**config.mk**
```make
export PLATFORM = sky130hd
export DESIGN_NAME = fetch_unit
export DESIGN_NICKNAME = d
export VERILOG_FILES = /design/src/rtl/rv_pkg.sv /design/src/rtl/fetch_fifo.sv /design/src/rtl/fetch_unit.sv
export SDC_FILE = /design/constraint.sdc
export NUM_CORES = 1
export LEC_CHECK = 0
export ABC_AREA = 1
export CAP_MARGIN = 20
export CORE_MARGIN = 1
export CORE_UTILIZATION = 27
export CTS_CLUSTER_DIAMETER = 30
export CTS_CLUSTER_SIZE = 8
export DETAILED_ROUTE_END_ITERATION = 8
export GPL_TIMING_DRIVEN = 1
export REMOVE_ABC_BUFFERS = 1
export SLEW_MARGIN = 0
export SYNTH_ARGS = -nofsm -noshare
export SYNTH_HDL_FRONTEND = slang
export SYNTH_HIERARCHICAL = 1
export SYNTH_SLANG_ARGS = --single-unit
```
**constraint.sdc**
```tcl
create_clock -name clk -period 10.32 [get_ports clk]
set_input_delay 2.064 -clock clk [delete_from_list [all_inputs] [get_ports clk]]
set_output_delay 2.064 -clock clk [all_outputs]
set_load 0.02 [all_outputs]
```
**src/rtl/rv_pkg.sv**
```systemverilog
// Shared RV32 definitions for the front end and the control unit.
// Contents:
//   - major opcode constants (bits [6:0] of an instruction word)
//   - canonical NOP word (addi x0, x0, 0)
//   - fetch_unit state encoding, also exported on its debug state port
package rv_pkg;

  localparam logic [6:0] OPC_R    = 7'b0110011;
  localparam logic [6:0] OPC_S    = 7'b0100011;
  localparam logic [6:0] OPC_I    = 7'b0010011;
  localparam logic [6:0] OPC_L    = 7'b0000011;
  localparam logic [6:0] OPC_B    = 7'b1100011;
  localparam logic [6:0] OPC_JAL  = 7'b1101111;
  localparam logic [6:0] OPC_JALR = 7'b1100111;

  localparam logic [31:0] NOP_WORD = 32'h0000_0013;

  typedef enum logic [1:0] {
    ST_BOOT  = 2'd0,  // first cycle out of reset, no request
    ST_FETCH = 2'd1,  // normal operation
    ST_FLUSH = 2'd2   // dropping responses that predate a redirect
  } fetch_state_e;

endpackage

```
**src/rtl/fetch_fifo.sv**
```systemverilog
// Circular buffer of fetched instructions, each entry {pc, inst}.
// Ports:
//   clk, rst              clock, asynchronous active-high reset
//   push_i, push_pc_i,
//   push_inst_i           write one entry at the tail
//   pop_i                 drop the head entry (only when count_o != 0)
//   flush_i               empty the buffer; wins over push_i and pop_i
//   head_pc_o,
//   head_inst_o           head entry (meaningless when count_o == 0)
//   count_o               number of valid entries, 0..DEPTH
// The caller guarantees no push when full and no pop when empty.
module fetch_fifo #(
  parameter int DEPTH = 4
) (
  input  logic                     clk,
  input  logic                     rst,
  input  logic                     push_i,
  input  logic [31:0]              push_pc_i,
  input  logic [31:0]              push_inst_i,
  input  logic                     pop_i,
  input  logic                     flush_i,
  output logic [31:0]              head_pc_o,
  output logic [31:0]              head_inst_o,
  output logic [$clog2(DEPTH):0]   count_o
);

  localparam int PW = $clog2(DEPTH);
  localparam int CW = PW + 1;

  logic [63:0]   mem_q [DEPTH];
  logic [PW-1:0] rd_ptr_q, wr_ptr_q;
  logic [CW-1:0] count_q;

  // DEPTH is a power of two, so pointer increments wrap for free.
  always_ff @(posedge clk or posedge rst) begin
    if (rst) begin
      rd_ptr_q <= '0;
      wr_ptr_q <= '0;
      count_q  <= '0;
    end else if (flush_i) begin
      rd_ptr_q <= '0;
      wr_ptr_q <= '0;
      count_q  <= '0;
    end else begin
      if (push_i) wr_ptr_q <= wr_ptr_q + PW'(1);
      if (pop_i)  rd_ptr_q <= rd_ptr_q + PW'(1);
      count_q <= count_q + CW'(push_i) - CW'(pop_i);
    end
  end

  // Storage needs no reset: count_q gates every read of it.
  always_ff @(posedge clk) begin
    if (push_i && !flush_i) mem_q[wr_ptr_q] <= {push_pc_i, push_inst_i};
  end

  assign head_pc_o   = mem_q[rd_ptr_q][63:32];
  assign head_inst_o = mem_q[rd_ptr_q][31:0];
  assign count_o     = count_q;

endmodule

```
**src/rtl/fetch_unit.sv**
```systemverilog
// Instruction fetch stage: owns the PC, issues word reads to instruction
// memory and presents buffered instructions to decode.
// Ports:
//   clk, rst                  clock, asynchronous active-high reset
//   imem_req, imem_addr       request and word-aligned byte address
//   imem_gnt                  request accepted when imem_req && imem_gnt
//   imem_rvalid, imem_rdata   in-order responses, >= 1 cycle after grant
//   redirect, redirect_pc     one-cycle restart pulse and target
//   inst_valid, inst_ready    decode handshake
//   inst, inst_pc, opcode     head instruction, its PC and inst[6:0]
//   dbg_state_o               current FSM state
//
// Handshakes: a transfer happens on a rising edge where the producer's
// valid (imem_req / inst_valid) and the consumer's accept (imem_gnt /
// inst_ready) are both high; imem_rvalid needs no accept. Producers keep
// valid and payload stable until the transfer, except that a redirect
// withdraws a pending memory request and voids any decode transfer in
// the same cycle.
//
// Credit scheme: a request is issued only while outstanding requests plus
// buffered entries stay below DEPTH, so every response has a slot.
module fetch_unit
  import rv_pkg::*;
#(
  parameter logic [31:0] RESET_PC = 32'h0000_0000,
  parameter int          DEPTH    = 4
) (
  input  logic         clk,
  input  logic         rst,
  output logic         imem_req,
  output logic [31:0]  imem_addr,
  input  logic         imem_gnt,
  input  logic         imem_rvalid,
  input  logic [31:0]  imem_rdata,
  input  logic         redirect,
  input  logic [31:0]  redirect_pc,
  output logic         inst_valid,
  input  logic         inst_ready,
  output logic [31:0]  inst,
  output logic [31:0]  inst_pc,
  output logic [6:0]   opcode,
  output fetch_state_e dbg_state_o
);

  localparam int CW = $clog2(DEPTH) + 1;

  fetch_state_e  state_q, state_d;
  logic [31:0]   fetch_pc_q, fetch_pc_d;
  logic [31:0]   resp_pc_q, resp_pc_d;   // PC of the next expected response
  logic [31:0]   last_pc_q, last_pc_d;   // PC of the last popped entry
  logic [CW-1:0] outst_q, outst_d;
  logic [CW-1:0] discard_q, discard_d;

  logic [CW-1:0] fifo_count;
  logic [31:0]   head_pc, head_inst, redirect_tgt;
  logic          gnt_fire, redirect_act, out_fire, push;

  assign redirect_tgt = redirect_pc & ~32'd3;
  // A redirect during BOOT is ignored.
  assign redirect_act = redirect && (state_q != ST_BOOT);

  assign imem_req  = (state_q == ST_FETCH) && ((outst_q + fifo_count) < CW'(DEPTH));
  assign imem_addr = fetch_pc_q;
  assign gnt_fire  = imem_req && imem_gnt;

  // Responses arriving in the redirect cycle belong to the old stream.
  assign push     = imem_rvalid && (state_q == ST_FETCH) && !redirect_act;
  assign out_fire = inst_valid && inst_ready && !redirect_act;

  always_comb begin
    state_d    = state_q;
    fetch_pc_d = fetch_pc_q;
    resp_pc_d  = resp_pc_q;
    last_pc_d  = last_pc_q;
    outst_d    = outst_q;
    discard_d  = discard_q;

    case (state_q)
      ST_BOOT: state_d = ST_FETCH;

      ST_FETCH: begin
        if (redirect_act) begin
          fetch_pc_d = redirect_tgt;
          resp_pc_d  = redirect_tgt;
          // Everything granted so far (including this cycle) and not yet
          // answered is stale.
          discard_d  = outst_q + CW'(gnt_fire) - CW'(imem_rvalid);
          outst_d    = '0;
          state_d    = (discard_d != '0) ? ST_FLUSH : ST_FETCH;
        end else begin
          if (gnt_fire) fetch_pc_d = fetch_pc_q + 32'd4;
          if (push)     resp_pc_d  = resp_pc_q + 32'd4;
          outst_d = outst_q + CW'(gnt_fire) - CW'(imem_rvalid);
        end
      end

      ST_FLUSH: begin
        // The buffer is already empty here; only the target moves.
        if (redirect_act) begin
          fetch_pc_d = redirect_tgt;
          resp_pc_d  = redirect_tgt;
        end
        if (imem_rvalid) discard_d = discard_q - CW'(1);
        if (discard_d == '0) state_d = ST_FETCH;
      end

      default: state_d = ST_BOOT;
    endcase

    if (out_fire) last_pc_d = head_pc;
  end

  always_ff @(posedge clk or posedge rst) begin
    if (rst) begin
      state_q    <= ST_BOOT;
      fetch_pc_q <= RESET_PC;
      resp_pc_q  <= RESET_PC;
      last_pc_q  <= RESET_PC;
      outst_q    <= '0;
      discard_q  <= '0;
    end else begin
      state_q    <= state_d;
      fetch_pc_q <= fetch_pc_d;
      resp_pc_q  <= resp_pc_d;
      last_pc_q  <= last_pc_d;
      outst_q    <= outst_d;
      discard_q  <= discard_d;
    end
  end

  fetch_fifo #(.DEPTH(DEPTH)) u_fifo (
    .clk         (clk),
    .rst         (rst),
    .push_i      (push),
    .push_pc_i   (resp_pc_q),
    .push_inst_i (imem_rdata),
    .pop_i       (out_fire),
    .flush_i     (redirect_act),
    .head_pc_o   (head_pc),
    .head_inst_o (head_inst),
    .count_o     (fifo_count)
  );

  assign inst_valid  = (fifo_count != '0);
  assign inst        = inst_valid ? head_inst : NOP_WORD;
  assign inst_pc     = inst_valid ? head_pc : last_pc_q;
  assign opcode      = inst[6:0];
  assign dbg_state_o = state_q;

endmodule

```
; Word-level counts from Yosys, hierarchy flattened
; Memory sizes are Yosys's and may differ from the RTL's.
; Index checks and enable logic that the tools add are counted.
[word_totals]
regBits = 111
ramBits = 256
out_inout_bits = 107
mem_count = 1
[op_classes]
addsub = 10
magnitude_cmp = 1
eq_ne = 7
muxes = 25
n_reduce_logical = 21
[memory_table]
columns = memory, depth, width, read_ports, rd_clocked_by_memory_dff, write_ports, line_no
row1 = u_fifo.mem_q, 4, 64, 1, 0, 1, fetch_fifo.sv:30  ; logic [63:0] mem_q [DEPTH];
[op_table]
columns = op, n
row1 = two-way mux 32 bit, 7
row2 = one-hot mux 32 bit (2 select lines), 2
row3 = "adder 32 x 3 -> 32 bit, second input constant", 2
row4 = two-way mux 3 bit, 5
row5 = two-way mux 2 bit, 7
row6 = logical AND 1 bit, 8
row7 = nonzero test 2 bit, 4
row8 = adder 3 x 1 -> 3 bit, 2
row9 = one-hot mux 2 bit (3 select lines), 1
row10 = one-hot mux 3 bit (2 select lines), 1
row11 = AND reduction 3 bit, 2
row12 = nonzero test 3 bit, 2
row13 = subtractor 3 x 1 -> 3 bit, 2
row14 = "adder 2 x 1 -> 2 bit, second input constant", 2
row15 = "!= test 2 x 1 -> 1 bit, second input constant", 2
row16 = AND reduction 2 bit, 2
row17 = adder 3 bit, 1
row18 = zero test 3 bit, 1
row19 = "< comparator 3 bit, second input constant", 1
row20 = "!= test 3 x 1 -> 1 bit, second input constant", 1
row21 = "!= test 3 x 2 -> 1 bit, second input constant", 1
row22 = "subtractor 3 x 1 -> 3 bit, second input constant", 1
row23 = "== test 2 x 1 -> 1 bit, second input constant", 1
row24 = "== test 2 bit, second input constant", 1
row25 = 4 further kinds, 5

; Logic depth before layout (Yosys ltp)
; Gate-level depths: netlist (run 1).
[depth]
word_depth = 10
mapped_depth = 17

; Modules after synthesis
; The synthesis (run 1) kept the hierarchy.
[modules_own_cells]
columns = module, n_inst, cells_per_inst, area_per_inst_um2
row1 = fetch_fifo, 1, 799, 10538.9
row2 = fetch_unit, 1, 1057, 6886.6

; Worst setup path after synthesis (run 1)
; OpenSTA, ideal clock, no wires.
[synth_timing]
kind = input to register
from = input redirect
to = memory u_fifo.mem_q[0][0], enable pin
setup_ps = 486
t_arrival_ps = 5248
t_required_ps = 9834
setup_slack_ps = 4586
path_stages = 5
path_cell_list = nor2_1 -> inv_1 -> nor2_1 -> nand2_1 -> nor2_1
[synth_between]
elab_chain_len = 6
[synth_rtl]
columns = item, line_no
row1 = "start, declared", fetch_unit.sv:35  ; input logic redirect,
row2 = logical AND 1 bit, fetch_unit.sv:60  ; assign redirect_act = redirect && (state_q != ST_BOOT);
row3 = zero test 1 bit, fetch_unit.sv:67  ; assign push = imem_rvalid && (state_q == ST_FETCH) && !redirect_act;
row4 = logical AND 1 bit, fetch_unit.sv:67
row5 = via push, fetch_unit.sv:56  ; logic gnt_fire, redirect_act, out_fire, push;
row6 = logical AND 1 bit, fetch_fifo.sv:53  ; if (push_i && !flush_i) mem_q[wr_ptr_q] <= {push_pc_i, push_inst_i};
row7 = two-way mux 1 bit, fetch_fifo.sv:53
row8 = two-way mux 1 bit (implied by the code), fetch_fifo.sv:53
row9 = "end, declared", fetch_fifo.sv:30
; The timed path passes the listed nets, and every way through them passes these cells.

; Final worst setup path (run 1)
[layout_timing]
from = register u_fifo.rd_ptr_q[0]
to = output inst_pc[8]
[layout_between]
elab_chain_len = 2
[layout_rtl]
columns = item, line_no
row1 = "start, declared", fetch_fifo.sv:31  ; logic [PW-1:0] rd_ptr_q, wr_ptr_q;
row2 = "start signal, assigned", fetch_fifo.sv:46  ; if (pop_i) rd_ptr_q <= rd_ptr_q + PW'(1);
row3 = memory read (4 x 64 bit), --
row4 = via head_pc[8], fetch_unit.sv:55  ; logic [31:0] head_pc, head_inst, redirect_tgt;
row5 = two-way mux 32 bit, fetch_unit.sv:146  ; assign inst_pc = inst_valid ? head_pc : last_pc_q;
row6 = "end, declared", fetch_unit.sv:40  ; output logic [31:0] inst_pc,
; The timed path passes the listed nets, and every way through them passes these cells.

==> results.json, run 1 <==
{
  "outcome": "finished, final reports clean",
  "detailedRoute.firstIterationViolations": 707,
  "critical_path.startpoint": "u_fifo/rd_ptr_q[0]",
  "worst_ir_drop_vdd_mv": 0.1278,
  "cp.buffers_inverters": 3,
  "yosys-mux-area-fraction": 0,
  "min-delay-start": "last_pc_q[10]",
  "cts.sinks": 363,
  "post_cts_resize_count": 0,
  "cellLeakagePower_uw": 0.009370,
  "dr_total_vias": 12921,
  "syn_area_per_cell_um2": 9.389,
  "setup-violations-final": 0,
  "worstPathArrival_ns": 3.67,
  "crit_type": "flop to output pin",
  "post-place-ws_ns": 5.093,
  "routedWlPerCell_um": 14.64,
  "instances_no_fill": 2973,
  "post_cts_buffers": 0,
  "multi_input_area_um2": 5446,
  "final.min_clock_period_ns": 5.738,
  "num-nets-final": 2138,
  "crit_path_max_fanout": 83,
  "layout.cells.most_common_list": "sky130_fd_sc_hd__nand2_1, sky130_fd_sc_hd__inv_1, sky130_fd_sc_hd__edfxtp_1, sky130_fd_sc_hd__clkdlybuf4s50_1, sky130_fd_sc_hd__o21ai_0",
  "num_antenna_cells": 0,
  "synth_simple_gate_area_share": 0.1718,
  "synth_warnings": 6,
  "routed_wire_length_um": 43520,
  "clock_tree.root_cell": "sky130_fd_sc_hd__clkbuf_16",
  "switching_fraction_of_total_power": 0.3711,
  "number_of_buffers_inserted_during_clock_tree_synthesis": 88,
  "p_seq_frac": 0.288,
  "starting_density_of_the_core": 0.2747,
  "route.antenna.remaining_nets": 0,
  "floorplan.io_pins": 177,
  "fp.dieW_um": 256.0,
  "synth_seq_cells": 363,
  "reg2reg_from": "u_fifo/count_o[1]",
  "finalHoldViolCount": 0,
  "clockPowerShare": 0.364,
  "cp_data_required_time_ns": 8.26,
  "cts.clk_slew.worst_paths_ns": 0.04,
  "hold_path_class": "flop to flop",
  "worstSetupEndpointType": "output pin",
  "setup.worst_path.start_class": "flop",
  "initial_antenna_violation_count": 0,
  "dpl.cell_count": 2805,
  "groute.usage.overall": 0.1350,
  "layout.cells.most_common": "sky130_fd_sc_hd__nand2_1",
  "die_area_um2": 65560,
  "gp_congestion": 0.7978,
  "cell_rows": 92,
  "p_sw_uw": 2908,
  "grt_pass1_vias": 12770,
  "layout-drive-gt1-share": 0.09873,
  "post-dp-hpwl_um": 26690,
  "combinational_family_with_the_most_area_after_synthesis": "simple AND/OR/NAND/NOR gates",
  "timing.critical_path.slowest_stage_cell": "sky130_fd_sc_hd__dfrtp_4",
  "postSynthCellCount": 1856,
  "final-max-slew-violation-count": 0,
  "crit_chain": "buf_4 > o211ai_1 > nand2_1 > inv_1 > o21ai_0 > clkdlybuf4s50_1",
  "drt_pre_antenna_iters": 5,
  "grt_max_degree": 97,
  "max_slew_margin": 0.3311,
  "tightestPinTransition_ns": 0.9998,
  "final.hold.worst_slack_ns": 0.4796,
  "rsz0062_at_grt": "no",
  "tns_setup_ns": 0,
  "setup_slack_ns": 4.582,
  "max_cap_viol_count": 0,
  "timing.clock.skew_ns": 0.02416,
  "final.period_utilization": 0.5560,
  "fill_cells": 6221,
  "syn_area_um2": 17430,
  "max-clock-path-buffers": 3,
  "synth_compound_gate_area_share": 0.1161,
  "clock_latency_ns": 0.61,
  "fmax_ghz": 0.1743,
  "highest_cell_delay_on_the_worst_timing_path_ns": 0.92,
  "crit_family": "buffers and inverters",
  "first_pass_grt_wire_length_um": 69530,
  "final-seq-area_um2": 10370,
  "tritoncts_clock_tree": "yes",
  "number_of_vias_per_cell_after_detailed_routing": 4.346,
  "syn2layout_area_growth_pct": 32.00,
  "port_buffers": 172,
  "synth-seq-area-share": 0.5948,
  "post_synthesis_xor_xnor_area_fraction": 0.009550,
  "final_global_route_overflow_total": 0,
  "cellInternalPower_uw": 4928,
  "power-per-cell-area_nw_per_um2": 340.7,
  "yosys.cell_types.count": 44,
  "core_area_um2": 63430,
  "post_synth_fa_ha_maj_area_fraction": 0.01091,
  "comb_power_share": 0.348,
  "drt_drc_violations_left": 0,
  "cts_htree_levels": 3,
  "floorplan.die.height_um": 256.0,
  "cts.hold.buffers_added": 0
}
-- cells by family after synthesis --
kind of cell               count (synthesis)
AOI/OAI and AO/OA                        362
adders and majority gates                 14
and+or+nand+nor                          724
DFF                                      363
buffers and inverters                    373
xor gates and xnor gates                  19
other                                      1
-- cells in the mapped netlist (all sizes together) --
library cell	n	share of area
nand2	478	0.10
inv	284	0.061
edfxtp	256	0.44
o21ai	201	0.059
nor2	129	0.029
dfrtp	107	0.15
a21oi	89	0.026
buf	69	0.031
nand3	67	0.020
o211ai	67	0.029
clkbuf	20	0.0047
or2	18	0.0065
xor2	14	0.0070
ha	12	0.0086
nand3b	11	0.0047
nand4	9	0.0036
nor3	9	0.0032
xnor2	5	0.0025
and2	2	0.00072
fa	2	0.0023
o22ai	2	0.00072
a31oi	1	0.00036
and3	1	0.00036
conb	1	0.00022
o21bai	1	0.00043
o221ai	1	0.00050
-- sequential cells by signal, indices dropped and copies added, names as in the netlist --
| register | cells |
|---|---|
| imem_addr | 30 |
| outst_q | 3 |
| u_fifo/mem_q | 256 |
| discard_q | 3 |
| resp_pc_q | 30 |
| u_fifo/wr_ptr_q | 2 |
| dbg_state_o | 2 |
| u_fifo/rd_ptr_q | 2 |
| u_fifo/count_o | 3 |
| last_pc_q | 32 |
-- area by class of cell --
class,instances,area share
flip-flops and latches,363,0.4509
clock inverters,65,0.03737
repair buffers,188,0.08409
multi-input cells,1129,0.2368
clock buffers,98,0.09824
inverters,284,0.04656
well taps,846,0.04602
-- routing by layer --
metal	vias up	track usage	part of all wire	routed length [µm]
met2	313	0.2199	0.47	20320
met5	-	0	0	0
met1	6026	0.1709	0.46	19870
met4	0	0.05772	0.027	1157
met3	75	0.03159	0.050	2169
li1	6507	-	-	-
-- metrics by stage --
step                      instance area [µm²]  utilization  power, µW
after global placement                  19750       0.3114       4975
after CTS                               22870       0.3606       7947
after global routing                    23000       0.3627       8374
after detailed placement                19750       0.3114       5027
after floorplan                         16840            -       3864
final                                   23000       0.3627       7837
-- final timing paths --
| check | end | depth (start not counted) | slack (ns) |
|---|---|---|---|
| max in group asynchronous | last_pc_q[7] | 3 | 7.10 |
| min in group asynchronous | u_fifo/count_o[1] | 2 | 1.79 |
| setup reg to reg | dbg_state_o[1] | 16 | 7.35 |
| hold reg to reg | last_pc_q[10] | 2 | 0.48 |
| setup / recovery | inst_pc[8] | 6 | 4.58 |
| hold / removal | last_pc_q[10] | 2 | 0.48 |
-- power groups by stage --
stage               Sequential, µW  Combinational, µW  Clock [µW]
floorplan                     2300               1570           0
global placement              2260               2720           0
detailed placement            2270               2750           0
CTS                           2260               2770        2930
global route                  2310               3060        3010
finish                        2250               2730        2860
-- worst register-to-register path: stages (launching register included) --
cell and delay [ns]:
sky130_fd_sc_hd__dfrtp_1 0.45, sky130_fd_sc_hd__ha_1 0.31, sky130_fd_sc_hd__nand3_1 0.07, sky130_fd_sc_hd__nand2_1 0.08
sky130_fd_sc_hd__inv_1 0.04, sky130_fd_sc_hd__nand2_1 0.08, sky130_fd_sc_hd__nand4_2 0.14, sky130_fd_sc_hd__ha_1 0.31
sky130_fd_sc_hd__inv_1 0.06, sky130_fd_sc_hd__ha_1 0.12, sky130_fd_sc_hd__inv_1 0.04, sky130_fd_sc_hd__fa_1 0.37
sky130_fd_sc_hd__xnor2_1 0.17, sky130_fd_sc_hd__xor2_1 0.32, sky130_fd_sc_hd__nand2_1 0.08, sky130_fd_sc_hd__nor2_1 0.09
sky130_fd_sc_hd__o21ai_0 0.09
No activity file was read; power rests on OpenSTA's default activity.
==> run 2: changes to the inputs <==
==> constraint.sdc (replaced) <==
create_clock -name clk -period 5.8 [get_ports clk]
set_input_delay 1.16 -clock clk [delete_from_list [all_inputs] [get_ports clk]]
set_output_delay 1.16 -clock clk [all_outputs]
set_load 0.02 [all_outputs]
==> run 2 against run 1 <==
Compared with the run above: cell area decreased by 0.50%; combinational power is 79% higher; count of clock-buffer cells in the layout increased by 3; via count grew 1.4%; largest cell class unchanged; sequential share of layout area rose by 0.22 points.
==> results.json, run 2 (synthesized netlist as in run 1, its figures left out) <==
{
  "cp_data_required_time_ns": 4.64,
  "largest_register_ffs": 256,
  "tightestPinTransition_ns": 0.9842,
  "worstPathArrival_ns": 3.40,
  "gp_congestion": 0.8190,
  "drt_drc_violations_left": 0,
  "final_core_utilization": 0.3609,
  "worst_hold_end": "last_pc_q[0]",
  "setup.reg_to_reg.worst_slack_ns": 2.86,
  "final.period_utilization": 0.7864,
  "clock_tree.root_cell": "sky130_fd_sc_hd__clkbuf_16",
  "layout-drive-gt1-share": 0.09667,
  "setup-violations-final": 0,
  "finalHoldViolCount": 0,
  "num_antenna_cells": 0,
  "crit_path_max_fanout": 91,
  "routed_wire_length_um": 43640,
  "cts.sinks": 363,
  "power-per-cell-area_nw_per_um2": 604.0,
  "post_cts_buffers": 0,
  "routedWlPerCell_um": 14.66,
  "floorplan.die.height_um": 256.0,
  "drt_pre_antenna_iters": 6,
  "grt_max_degree": 92,
  "setup_slack_ns": 1.239,
  "final-max-slew-violation-count": 0,
  "timing.rr.end": "dbg_state_o[1]",
  "num-nets-final": 2141,
  "crit_type": "flop to output pin",
  "post-place-ws_ns": 1.831,
  "critical_path.startpoint": "u_fifo/rd_ptr_q[0]",
  "largest_register_by_flop_count": "u_fifo/mem_q",
  "syn2layout_area_growth_pct": 31.35,
  "reg2reg_from": "u_fifo/count_o[1]",
  "tritoncts_clock_tree": "yes",
  "post_cts_resize_count": 0,
  "max_cap_viol_count": 0,
  "first_pass_grt_wire_length_um": 69630,
  "worst_r2r_path_depth": 16,
  "route.antenna.remaining_nets": 0,
  "floorplan.io_pins": 177,
  "tns_setup_ns": 0,
  "clock_latency_ns": 0.60,
  "max_slew_margin": 0.3416,
  "fp.dieW_um": 256.0,
  "worstHoldPathCells": 2,
  "final.min_clock_period_ns": 4.561,
  "final_global_route_overflow_total": 0,
  "starting_density_of_the_core": 0.2747,
  "rsz0062_at_grt": "no",
  "min-delay-start": "last_pc_q[0]",
  "initial_antenna_violation_count": 0,
  "outcome": "finished, final reports clean",
  "number_of_buffers_inserted_during_clock_tree_synthesis": 88,
  "layout.cells.most_common_list": "sky130_fd_sc_hd__nand2_1, sky130_fd_sc_hd__inv_1, sky130_fd_sc_hd__edfxtp_1, sky130_fd_sc_hd__clkdlybuf4s50_1, sky130_fd_sc_hd__o21ai_0",
  "cell_rows": 92,
  "worst_ir_drop_vdd_mv": 0.2465,
  "cellLeakagePower_uw": 0.009280,
  "hold_path_class": "flop to flop",
  "detailedRoute.firstIterationViolations": 786,
  "layout.cells.most_common": "sky130_fd_sc_hd__nand2_1",
  "cts.hold.buffers_added": 0,
  "setup.worst_path.start_class": "flop",
  "reg_top3": "u_fifo/mem_q: 256 flops, last_pc_q: 32 flops",
  "grt_pass1_vias": 12897,
  "timing.clock.skew_ns": 0.01757,
  "post-dp-hpwl_um": 27950,
  "number_of_vias_per_cell_after_detailed_routing": 4.400,
  "max-clock-path-buffers": 3,
  "cts_htree_levels": 3,
  "groute.usage.overall": 0.1344,
  "fmax_ghz": 0.2193,
  "die_area_um2": 65560,
  "cts.clk_slew.worst_paths_ns": 0.04,
  "port_buffers": 172,
  "dr_total_vias": 13099,
  "core_area_um2": 63430,
  "worstSetupEndpointType": "output pin"
}
[run 2: changes by cell type in the layout (fill, tap and decap cells not counted), sizes merged]
cell | previous run | this run
buf | 16 | 19
bufinv | 16 | 14
clkbuf | 98 | 101
clkinv | 36 | 27
clkinvlp | 10 | 19
[run 2: cell type report]
cell class                 instances  area [µm²]
tap                              846        1059
clock buffer                     101        2251
sequential                       363       10370
multi-input combinational       1129        5446
clock inverter                    63       774.5
timing repair buffer             191        1914
inverter                         284        1071
fill                            6267       40540
[run 2: critical path: stages (launching register included)]
cell and delay [ns]:
sky130_fd_sc_hd__dfrtp_4 0.95, sky130_fd_sc_hd__buf_4 0.61, sky130_fd_sc_hd__a21oi_1 0.14, sky130_fd_sc_hd__o21ai_0 0.10, sky130_fd_sc_hd__nand2_1 0.06, sky130_fd_sc_hd__or2_2 0.30
sky130_fd_sc_hd__clkdlybuf4s50_1 0.54
[run 2: metrics by stage]
stage | std cells | cell area (µm²) | hold WS [ns] | total power (µW)
2_1_floorplan | 1776 | 16840 | 0.4534 | 6876
3_3_place_gp | 2812 | 19840 | 0.4664 | 8888
3_5_place_dp | 2812 | 19840 | 0.4731 | 8981
4_1_cts | 2976 | 22870 | 0.4842 | 14000
5_1_grt | 2977 | 22890 | 0.4897 | 14770
6_report | 2977 | 22890 | 0.4801 | 13820
[run 2: worst max-delay path by stage]
stage                        end  slack (ns)
CTS                      inst[0]        1.19
detailed placement  imem_addr[8]        1.83
global route             inst[4]        0.93
global placement    imem_addr[8]        1.82
finish                   inst[0]        1.24
floorplan                inst[2]       -0.50
[run 2: report_power, final]
group          internal, µW  switching, µW
sequential             3350            679
clock                  3400           1520
combinational          1930           2950
total                  8680           5150
[run 2: layer usage]
layer | GRT usage | share of wire
met5 | 0 | 0
met2 | 0.2221 | 0.47
met4 | 0.04940 | 0.022
met1 | 0.1712 | 0.46
met3 | 0.03040 | 0.054
